`config.mk`:
```
export PLATFORM = sky130hd
export DESIGN_NAME = fifo_read_ctrl
export DESIGN_NICKNAME = d
export VERILOG_FILES = /design/src/rtl/fifo_read_ctrl.sv
export SDC_FILE = /design/constraint.sdc
export NUM_CORES = 1
export LEC_CHECK = 0
export BUFFER_PORTS_ARGS = -buffer_cell sky130_fd_sc_hd__buf_2
export CAP_MARGIN = 30
export CORE_AREA = 2 2 93 95
export DETAILED_ROUTE_END_ITERATION = 8
export DIE_AREA = 0 0 95 97
export PLACE_DENSITY_LB_ADDON = 0.2
export SLEW_MARGIN = 10
export SYNTH_ARGS = -nofsm -noshare
export SYNTH_HDL_FRONTEND = slang
export SYNTH_SLANG_ARGS = --single-unit
export TNS_END_PERCENT = 20
```
`constraint.sdc`:
```
create_clock -name clk -period 4.6 [get_ports clk]
set_input_delay 0.92 -clock clk [delete_from_list [all_inputs] [get_ports clk]]
set_output_delay 0.92 -clock clk [all_outputs]
set_load 0.02 [all_outputs]
```
`src/rtl/fifo_read_ctrl.sv`:
```
// Read-side burst master for the sync FIFO: pops burst_len words and
// streams them downstream through a 2-entry skid buffer that hides the
// FIFO's one-cycle read latency.
module fifo_read_ctrl #(
  parameter int unsigned FIFO_WIDTH = 16,
  parameter int unsigned LEN_W      = 8
) (
  input  logic                  clk,
  input  logic                  rst_n,
  input  logic                  start,
  input  logic [LEN_W-1:0]      burst_len,
  input  logic                  fifo_empty,
  input  logic                  fifo_underflow,
  input  logic [FIFO_WIDTH-1:0] fifo_data_out,
  output logic                  fifo_rd_en,
  output logic                  m_valid,
  input  logic                  m_ready,
  output logic [FIFO_WIDTH-1:0] m_data,
  output logic                  busy,
  output logic                  done,
  output logic [7:0]            err_cnt
);

  localparam int unsigned CW = LEN_W + 1;

  typedef enum logic [1:0] {
    S_IDLE  = 2'd0,
    S_READ  = 2'd1,
    S_DRAIN = 2'd2,
    S_DONE  = 2'd3
  } state_t;

  state_t                state, next_state;
  logic [LEN_W-1:0]      len_q;
  logic [LEN_W-1:0]      issued;
  logic [LEN_W-1:0]      delivered;
  logic                  inflight;
  logic [1:0]            occ;
  logic [FIFO_WIDTH-1:0] tail_q;
  logic                  pop;
  logic                  push;
  logic                  start_acc;
  logic [2:0]            credit_used;

  assign pop       = m_valid && m_ready;
  assign push      = inflight;
  assign start_acc = (state == S_IDLE) && start;
  // Buffer slots spoken for next cycle: held words plus the word in flight,
  // minus the word leaving now. Keeps 1 word/clk while never overflowing.
  assign credit_used = 3'(occ) + 3'(inflight) - 3'(pop);

  // Next-state and read-enable decode
  always_comb begin
    next_state = state;
    fifo_rd_en = 1'b0;
    case (state)
      S_IDLE: begin
        if (start) next_state = (burst_len == '0) ? S_DONE : S_READ;
      end
      S_READ: begin
        if (issued == len_q) next_state = S_DRAIN;
        fifo_rd_en = !fifo_empty && (issued < len_q) && (credit_used < 3'd2);
      end
      S_DRAIN: begin
        if (CW'(delivered) + CW'(pop) == CW'(len_q)) next_state = S_DONE;
      end
      S_DONE: begin
        next_state = S_IDLE;
      end
      default: begin
        next_state = S_IDLE;
      end
    endcase
    if (!rst_n) fifo_rd_en = 1'b0;
  end

  // State register
  always_ff @(posedge clk) begin
    if (!rst_n) state <= S_IDLE;
    else        state <= next_state;
  end

  // Registered status flags derived from the upcoming state
  always_ff @(posedge clk) begin
    if (!rst_n) begin
      busy <= 1'b0;
      done <= 1'b0;
    end else begin
      busy <= (next_state != S_IDLE);
      done <= (next_state == S_DONE);
    end
  end

  // Burst bookkeeping: length, issued reads, delivered words, read in flight
  always_ff @(posedge clk) begin
    if (!rst_n) begin
      len_q     <= '0;
      issued    <= '0;
      delivered <= '0;
      inflight  <= 1'b0;
    end else begin
      inflight <= fifo_rd_en;
      if (start_acc) begin
        len_q     <= burst_len;
        issued    <= '0;
        delivered <= '0;
      end else begin
        if (fifo_rd_en) issued    <= issued + LEN_W'(1);
        if (pop)        delivered <= delivered + LEN_W'(1);
      end
    end
  end

  // 2-entry output buffer; m_data is the head, tail_q the second entry
  always_ff @(posedge clk) begin
    if (!rst_n) begin
      occ     <= 2'd0;
      m_valid <= 1'b0;
      m_data  <= '0;
      tail_q  <= '0;
    end else begin
      case ({push, pop})
        2'b10: begin
          if (occ == 2'd0) m_data <= fifo_data_out;
          else             tail_q <= fifo_data_out;
          occ     <= occ + 2'd1;
          m_valid <= 1'b1;
        end
        2'b01: begin
          m_data  <= tail_q;
          occ     <= occ - 2'd1;
          m_valid <= (occ == 2'd2);
        end
        2'b11: begin
          if (occ == 2'd1) begin
            m_data <= fifo_data_out;
          end else begin
            m_data <= tail_q;
            tail_q <= fifo_data_out;
          end
        end
        default: begin
        end
      endcase
    end
  end

  // Saturating count of FIFO underflow pulses
  always_ff @(posedge clk) begin
    if (!rst_n) begin
      err_cnt <= 8'd0;
    end else if (fifo_underflow && (err_cnt != 8'hFF)) begin
      err_cnt <= err_cnt + 8'd1;
    end
  end

endmodule
```
==> results of run 1 <==
## worst min-delay path, delay by kind of cell, from the launching register on
kind | cells | cell delay (ns)
compound gates | 2 | 0.12
flops | 1 | 0.33
## power groups by stage
| stage | sequential, mW | clock, mW | combinational [mW] |
|---|---|---|---|
| global route | 0.700 | 0.583 | 0.307 |
| finish | 0.694 | 0.542 | 0.274 |
| CTS | 0.694 | 0.558 | 0.278 |
| global placement | 0.708 | 0 | 0.271 |
| detailed placement | 0.708 | 0 | 0.276 |
| floorplan | 0.730 | 0 | 0.169 |
## area by class of cell
type	instances	area, µm²
Inverter	18	67.6
Fill cell	767	3890
Sequential cell	72	1440
Tap cell	105	131
Clock buffer	11	131
Timing Repair Buffer	65	345
Clock inverter	5	81.3
Multi-Input combinational cell	290	2040
## cells in the mapped netlist (2+ instances only)
master / n
nand4_1: 7
o31ai_1: 6
a21boi_0: 2
xor2_1: 9
nor4_1: 3
ha_1: 20
xnor2_1: 12
a21oi_1: 20
nand2_1: 38
and2_1: 11
and3_1: 5
clkbuf_1: 18
mux2i_1: 19
or2_2: 3
or4_1: 6
nand2b_1: 5
o211a_1: 17
nor2_1: 18
a31oi_1: 3
nand3_1: 11
o21ai_0: 5
dfxtp_1: 72
nor3_1: 4
o21a_1: 5
and4_1: 2
a22oi_1: 16
inv_1: 18
nor2b_1: 28
## how the worst min path moves through the flow
stage	depth (start not counted)	slack [ns]	end	start
floorplan	2	0.46	issued[7]	issued[7]
global placement	2	0.47	issued[7]	issued[7]
detailed placement	2	0.48	issued[7]	issued[7]
CTS	2	0.49	issued[7]	issued[7]
global route	1	0.52	m_data[2]	m_data[2]
finish	2	0.49	issued[7]	issued[7]
## placed cells by master, fill, tap and decap left out, types with 9 or more instances in the layout
cell type,n
mux2i_1,19
xor2_1,9
nor2b_1,28
a21oi_1,19
o211a_1,17
nor2_1,18
xnor2_1,12
buf_2,57
a22oi_1,16
clkbuf_8,9
inv_1,18
ha_1,20
dfxtp_1,72
and2_1,11
nand3_1,11
nand2_1,38
## logic make-up (layout without fill, tap and decap cells)
logic type / after synthesis / count (layout) / synth area share (%)
buffers and inverters: 37 / 99 / 4.04
XOR/XNOR: 21 / 21 / 5.08
AND/OR/NAND/NOR: 145 / 145 / 21.2
flip-flops: 72 / 72 / 39.8
multiplexers: 19 / 19 / 5.25
adder cells (fa/ha/maj): 21 / 21 / 7.46
AO/OA/AOI/OAI: 84 / 84 / 17.2
## registers in the layout, indices dropped and copies added, names as in the netlist, 2 cells and up
register   count
state          2
err_cnt        8
len_q          8
occ            2
tail_q        16
issued         8
m_data        16
delivered      8
## through the flow
step                      util [%]  std cells  hold slack, ns
after floorplan                  -        399           0.456
after detailed placement      49.5        550           0.479
after global routing          52.2        566           0.522
after CTS                     52.2        566           0.489
after global placement        49.5        550           0.466
final                         52.2        566           0.493
## metal layers
metal	up-vias	part of all wire, %
li1	1525	-
met2	50	46
met5	-	0
met1	1406	49
met3	6	4.9
met4	0	0.79
==> metrics.txt, run 1 <==
syn_nets 450; number of global-route vias before repair around 2900; clk root buf clkbuf_8; worst reg-to-reg setup slack about 1.4 ns; port bufs 57; Worst Setup EP fifo_rd_en; Die Area about 9200 µm²; cells on worst reg2reg path 10; post-synth top area share roughly two fifths; dpl hpwl around 5400 µm; Largest delay share family, worst path simple AND/OR/NAND/NOR gates; Final Setup Violations 0; CTS tree built; library cells used by synthesis 44; initial drt markers just under 80; Power Density 356 nW/µm²; Netlist Area Pre-Place around 3600 µm²; Pint roughly 1.1 mW; via count 2987; Startpoint Class input port; Final Critical Period 4.31 ns; max incr delay on CP ~0.47 ns; syn avg cell area between 9 and 10 µm²; initial core utilization 44.5%; Seq pwr share a little under half; Row Count 33; YS warnings 0; Req. time, crit path 3.68 ns; flops & latches, synth between 70 and 80; Antenna diodes 0; Sink Count between 70 and 80; power consumption roughly 1.5 mW; Slowest cell on crit path fa_1; status finished clean; leakage dissipation around 2.0 nW; Primary FF master, synth dfxtp_1; worst-path fanout max 2; post-route ant nets 0; Critical Path End Type output pin; peak supply drop 0.272 mV; worst setup margin 0.294 ns; top-level port count 58; number of flops mapped to enable cells by yosys 0; Setup Total Neg Slack 0 ns; clock insertion delay at the later pin of the skew report 0.35 ns; CP Cell Sequence buf_2, and2_1, ha_1, nand2b_1, fa_1, or4b_1, a2111oi_2, o21ai_2, nor2_1, buf_2; Worst Setup SP m_ready; met1 Resource Use GR between 20 and 25%; drt total wl about 7700 µm; Crit path buffers/inverters 2; initial antenna violation count 0; GRT Total Usage between 10% and 20%; Crit Path Class in2out; Reg clk slew, reported paths about 0.070 ns; Hold Path Class reg2reg; core area 8130 µm²; Final Hold Viols 0; placed inst area 4030 µm²; Area Growth Syn to Fin 17.1%; async set-or-reset flop fraction in the synthesized netlist 0%; Place WS just over 0.3 ns; crit share post-route between 90 and 100%; clock share of power ~36%; Crit path top cell by count buf_2; top cells by area, synth dfxtp_1 40%, ha_1 6.9%, mux2i_1 5.2%, nor2b_1 4.8%, o211a_1 4.7%; Switch Pwr approximately 0.42 mW; RSZ-0062 raised after global routing no; largest net degree at the start of global routing between 50 and 60; fin area about 4200 µm²; GR Util met3 around 5.1%; normalized max-slew margin 60.5%; H-tree depth 3; Via density ~5.3; global route overflow 0; reg-to-reg startpoint occ[0]; Die Y between 90 and 100 µm; Crit path depth 10; Seq/Total Area, Yosys 39.8%; max_cap viols 0; DRT Pass-1 Iters 5; Post-CTS Setup Inserts 0; switching share of power roughly 28%; CTS Hold Bufs 0; cells after synthesis between 300 and 400; CTS max path bufs 2; share of layout cells above drive strength 1 18.7%; GP Congestion 0.790; nets 507; Logic pwr share between 10% and 20%; leading area contributor after synthesis dfxtp_1; total CTS buffers 9; first-pass GRT wire length approximately 13000 µm; Max Fclk between 200 and 250 MHz; DR DRC count 0; Die Wd 95 µm; cts repair resizes 0; Final Skew 0.00938 ns; RR Endpoint issued[4]; Worst Tran Pin Value 0.593 ns; GR Layer Usage met2 between 20% and 30%; Critical Path AT about 3.4 ns; Max Slew Vio Count 0; Avg WL per Cell ~14 µm; busiest grt layer met2
(Power assumes the default switching activity.)
==> run 2: changes to the inputs <==
Settings changed: ABC_AREA from default to 1.
==> run 2 against run 1 <==
- worst setup slack improved by 0.27 ns
- highest routed layer unchanged
- global-route usage rose by 2.0 points
- sequential power about the same
- cell area down 0.47%
- clock skew down 0.00088 ns
==> metrics.txt, run 2 <==
nets around 610; clock insertion delay at the later pin of the skew report about 0.35 ns; reg-to-reg startpoint m_valid; Final Setup Violations 0; Req. time, crit path around 3.7 ns; CTS max path bufs 2; Hold Crit Start err_cnt[4]; DRT Pass-1 Iters 5; most frequent cells in the layout 84 x nand2_1, 83 x o21ai_0, 72 x dfxtp_1; clk root buf clkbuf_8; Min-Delay Endpoint err_cnt[4]; async set-or-reset flop fraction in the synthesized netlist 0%; RR Endpoint issued[0]; Seq/Total Area, Yosys 39.7%; Crit Path Class in2out; clock share of power between 30% and 40%; first-pass GRT wire length 14500 µm; via count roughly 3400; Pint between 1 and 1.5 mW; worst-path fanout max 8; peak supply drop 0.166 mV; Critical Path End Type output pin; Die Wd between 90 and 100 µm; Startpoint Class input port; cts repair resizes 0; commonest non-fill, non-tap cell in the layout nand2_1; max incr delay on CP 0.48 ns; total CTS buffers 9; top flop regs m_data (16), tail_q (16); number of flops mapped to enable cells by yosys 0; Primary FF master, synth dfxtp_1; Setup Total Neg Slack 0 ns; leading area contributor after synthesis dfxtp_1; cells after synthesis 504; crit share post-route between 80% and 90%; GP Congestion between 0.8 and 0.9; largest net degree at the start of global routing 53; Post-synth top cells 84 x nand2_1, 83 x o21ai_0, 72 x dfxtp_1; fin util between 50% and 60%; top-level port count 58; top-count cell post-synth nand2_1; Area Growth Syn to Fin 16.4%; normalized max-slew margin between 50% and 60%; library cells used by synthesis 34; CP Cell Sequence buf_2, nand2_1, inv_1, ha_1, or2_2, fa_1, nand2_1, nor3_1, nand3_1, nor3_2, nand2_1, clkinv_2, buf_2; CTS tree built; syn_nets ~560; Reg clk slew, reported paths approximately 0.070 ns; DR DRC count 0; Logic pwr share 15.3%; Netlist Area Pre-Place 3630 µm²; post-synth top area share between 30 and 40%; Hold Path Class reg2reg; share of layout cells above drive strength 1 between 10% and 20%; top cells by area, synth dfxtp_1 40%, o21ai_0 11%, nand2_1 8.7%, ha_1 6.9%, nor2_1 6.2%; port bufs between 50 and 60; Row Count 33; RSZ-0062 raised after global routing no; Die Area 9220 µm²; Crit path top cell by count nand2_1; post-route ant nets 0; Final Hold Viols 0; initial antenna violation count 0; switching share of power 27.7%; Post-CTS Setup Inserts 0; Avg WL per Cell 12.4 µm; dpl hpwl between 6000 and 7000 µm; initial drt markers between 100 and 150; Antenna diodes 0; Final Skew roughly 0.0085 ns; cells on worst reg2reg path 13; Max Slew Vio Count 0; core area a little over 8000 µm²; syn avg cell area between 7 and 8 µm²; max_cap viols 0; Max Fclk 248 MHz; worst reg-to-reg setup slack approximately 1.9 ns; Via density about 5; Power Density ~360 nW/µm²; leakage dissipation 1.89 nW; Final Critical Period 4.04 ns; initial core utilization roughly 45%; Sink Count a little over 70; drt total wl roughly 8300 µm; Critical Path AT ~3.1 ns; Die Y 97 µm; hold depth 1; Switch Pwr roughly 0.43 mW; status finished clean; fill cell count about 830; CTS Hold Bufs 0; Seq pwr share around 45%; global route overflow 0; Worst Tran Pin Value about 0.65 ns; flops & latches, synth 72; GRT Total Usage between 10% and 20%; YS warnings 0; number of global-route vias before repair 3184; H-tree depth 3; Slowest cell on crit path fa_1
-- run 2: cell types whose count changed in the layout (fill, tap and decap cells not counted), sizes merged, moves of 11 or more --
cell,change
a21oi,+11
a22oi,-16
a31oi,+15
and2,-11
inv,+38
mux2i,-19
nand2,+49
nor2,+47
nor2b,-28
o211a,-17
o21ai,+81
-- run 2: area by class of cell --
class,instances,area (µm²),share of cell area (%)
Tap cell,105,131,3.11
Multi-Input combinational cell,356,1880,44.6
Sequential cell,72,1440,34.1
Inverter,57,215,5.10
Clock inverter,7,120,2.84
Timing Repair Buffer,60,308,7.29
Clock buffer,9,124,2.93
-- run 2: worst max-delay path by stage --
stage	startpoint	to	slack, ns	cells past startpoint
2_1_floorplan	m_ready	fifo_rd_en	0.92	11
3_3_place_gp	m_ready	fifo_rd_en	0.61	13
3_5_place_dp	m_ready	fifo_rd_en	0.55	13
4_1_cts	m_ready	fifo_rd_en	0.54	13
5_1_grt	m_ready	fifo_rd_en	0.34	13
6_report	m_ready	fifo_rd_en	0.56	13
-- run 2: cell families (layout without fill, tap and decap cells) --
family | count (synthesis) | after routing | share of synthesized area (%)
simple gates | 185 | 185 | 21.7
compound gates | 140 | 140 | 20.4
buf+inv | 76 | 133 | 8.35
flops | 72 | 72 | 39.7
fa+ha+maj | 21 | 21 | 7.45
xor+xnor | 10 | 10 | 2.41
-- run 2: routing by layer --
layer / global-route usage (%) / routed length (µm) / share of wire [%] / vias up
met1: 26.3 / 3850 / 46 / 1531
met2: 30.9 / 3910 / 47 / 75
li1: - / - / - / 1767
met3: 3.12 / 364 / 4.4 / 15
met4: 8.25 / 161 / 1.9 / 0
met5: 0 / 0 / 0 / -
-- run 2: power groups by stage --
stage          clock network (mW)  logic (mW)  registers (mW)
2_1_floorplan                   0       0.144           0.728
3_3_place_gp                    0       0.233           0.704
3_5_place_dp                    0       0.237           0.705
4_1_cts                     0.624       0.238           0.691
5_1_grt                     0.654       0.271           0.697
6_report                    0.612       0.235           0.691
-- run 2: worst max-delay path: cells and delay by family --
| family | cells | cell delay (ns) |
|---|---|---|
| AND/OR/NAND/NOR | 7 | 0.89 |
| adder cells (fa/ha/maj) | 2 | 0.75 |
| buffers and inverters | 4 | 0.57 |
-- run 2: per-stage QoR --
step / setup slack, ns / total power, mW / area (µm²) / hold WS [ns] / std cells
floorplan: 0.924 / 0.871 / 3630 / 0.447 / 504
global placement: 0.610 / 0.937 / 3980 / 0.457 / 650
detailed placement: 0.553 / 0.943 / 3980 / 0.460 / 650
CTS: 0.545 / 1.55 / 4220 / 0.478 / 666
global route: 0.338 / 1.62 / 4220 / 0.507 / 666
finish: 0.562 / 1.54 / 4220 / 0.476 / 666
==> run 3: changes to the inputs <==
Clock period 4.6 ns to 4.1 ns, I/O delays scaled along.
==> run 3 against run 2 <==
- cell area fell by 0.18%
- first-iteration DRC count rose by 16%
- worst setup slack got worse by 0.21 ns
- sequential share of layout area rose by 0.061 points
- hold slack improved by 0.0024 ns
==> metrics.txt, run 3 (synthesized netlist as in run 2, its figures left out) <==
status finished clean; RSZ-0062 raised after global routing no; most frequent cells in the layout 84 x nand2_1, 83 x o21ai_0, 72 x dfxtp_1; via count about 3400; DR DRC count 0; Final Setup Violations 0; initial core utilization between 40% and 50%; Power Density between 300 and 400 nW/µm²; CTS Hold Bufs 0; Final Hold Viols 0; worst hold slack 0.478 ns; number of global-route vias before repair 3224; first-pass GRT wire length ~14000 µm; initial drt markers 168; crit share post-route 91.4%; GRT Total Usage 19.4%; CTS max path bufs 2; Req. time, crit path between 3 and 4 ns; dpl hpwl 6060 µm; cts repair resizes 0; largest net degree at the start of global routing between 50 and 60; Final Critical Period 3.75 ns; Sink Count between 70 and 80; share of layout cells above drive strength 1 between 10% and 20%; Die Area just over 9000 µm²; GP Congestion between 0.8 and 0.9; post-route ant nets 0; Place WS 0.347 ns; DRT Pass-1 Iters 4; Setup Total Neg Slack 0 ns; Post-CTS Setup Inserts 0; CTS tree built; top flop regs m_data (16), tail_q (16); H-tree depth 3; power consumption 1.68 mW; Die Y about 97 µm; Critical Path End Type output pin; Final Skew 0.0126 ns; Row Count 33; clock insertion delay at the later pin of the skew report ~0.35 ns; Avg WL per Cell between 10 and 15 µm; port bufs 57; nets 608; top-level port count slightly below 60; global route overflow 0; Critical Path AT slightly below 3 ns; Max Fclk about 270 MHz; core area between 8000 and 9000 µm²; Hold Path Class reg2reg; worst setup margin approximately 0.35 ns; initial antenna violation count 0; total CTS buffers 9; clk root buf clkbuf_8; Via density slightly above 5; Die Wd around 95 µm; peak supply drop 0.223 mV; Max Slew Vio Count 0; Crit Path Class in2out; Startpoint Class input port; Antenna diodes 0; normalized max-slew margin between 50% and 60%; leakage dissipation between 1.5 and 2 nW; max_cap viols 0; worst-path fanout max 8; commonest non-fill, non-tap cell in the layout nand2_1; drt total wl a little over 8000 µm; Reg clk slew, reported paths ~0.08 ns; Worst Tran Pin Value 0.699 ns; Area Growth Syn to Fin 16.2%
==> run 3: cell types whose count changed in the layout (fill, tap and decap cells not counted), sizes merged <==
cell and delta:
buf +1, bufinv -1, clkbuf +1, clkinv -3, clkinvlp +2, inv +1
==> run 3: final cells by class <==
type	count	area, µm²
Clock buffer	10	138
Clock inverter	6	91.3
Fill cell	801	3920
Inverter	57	215
Multi-Input combinational cell	356	1880
Sequential cell	72	1440
Tap cell	105	131
Timing Repair Buffer	61	315
==> run 3: metrics by stage <==
stage / cells / area, µm² / util, %
2_1_floorplan: 504 / 3630 / -
3_3_place_gp: 651 / 3990 / 49.0
3_5_place_dp: 651 / 3990 / 49.0
4_1_cts: 667 / 4220 / 51.8
5_1_grt: 667 / 4220 / 51.8
6_report: 667 / 4220 / 51.8
==> run 3: worst max-delay path, stage by stage <==
cell      delay, ns
buf_2          0.11
nand2_1        0.11
inv_1          0.07
ha_1           0.26
or2_2          0.30
fa_1           0.48
nand2_1        0.05
nor3_1         0.13
nand3_1        0.10
nor3_2         0.11
nand2_1        0.10
clkinv_2       0.11
buf_2          0.17
==> run 3: metal layers <==
metal / vias to the layer above / routed length [µm] / global-route usage [%]
li1: 1770 / - / -
met1: 1552 / 3800 / 24.9
met2: 63 / 3890 / 31.0
met3: 11 / 346 / 4.91
met4: 0 / 151 / 7.47
met5: - / 0 / 0
==> run 3: final timing paths <==
path	depth (start not counted)	start	to	slack [ns]
max	13	m_ready	fifo_rd_en	0.35
min	1	err_cnt[4]	err_cnt[4]	0.48
max reg2reg	12	occ[0]	issued[0]	1.62
min reg2reg	1	err_cnt[4]	err_cnt[4]	0.48
==> run 3: power breakdown <==
part | switching (mW) | leakage [nW] | internal, mW
logic | 0.171 | 1.19 | 0.0948
registers | 0.0269 | 0.585 | 0.748
clock network | 0.277 | 0.105 | 0.361
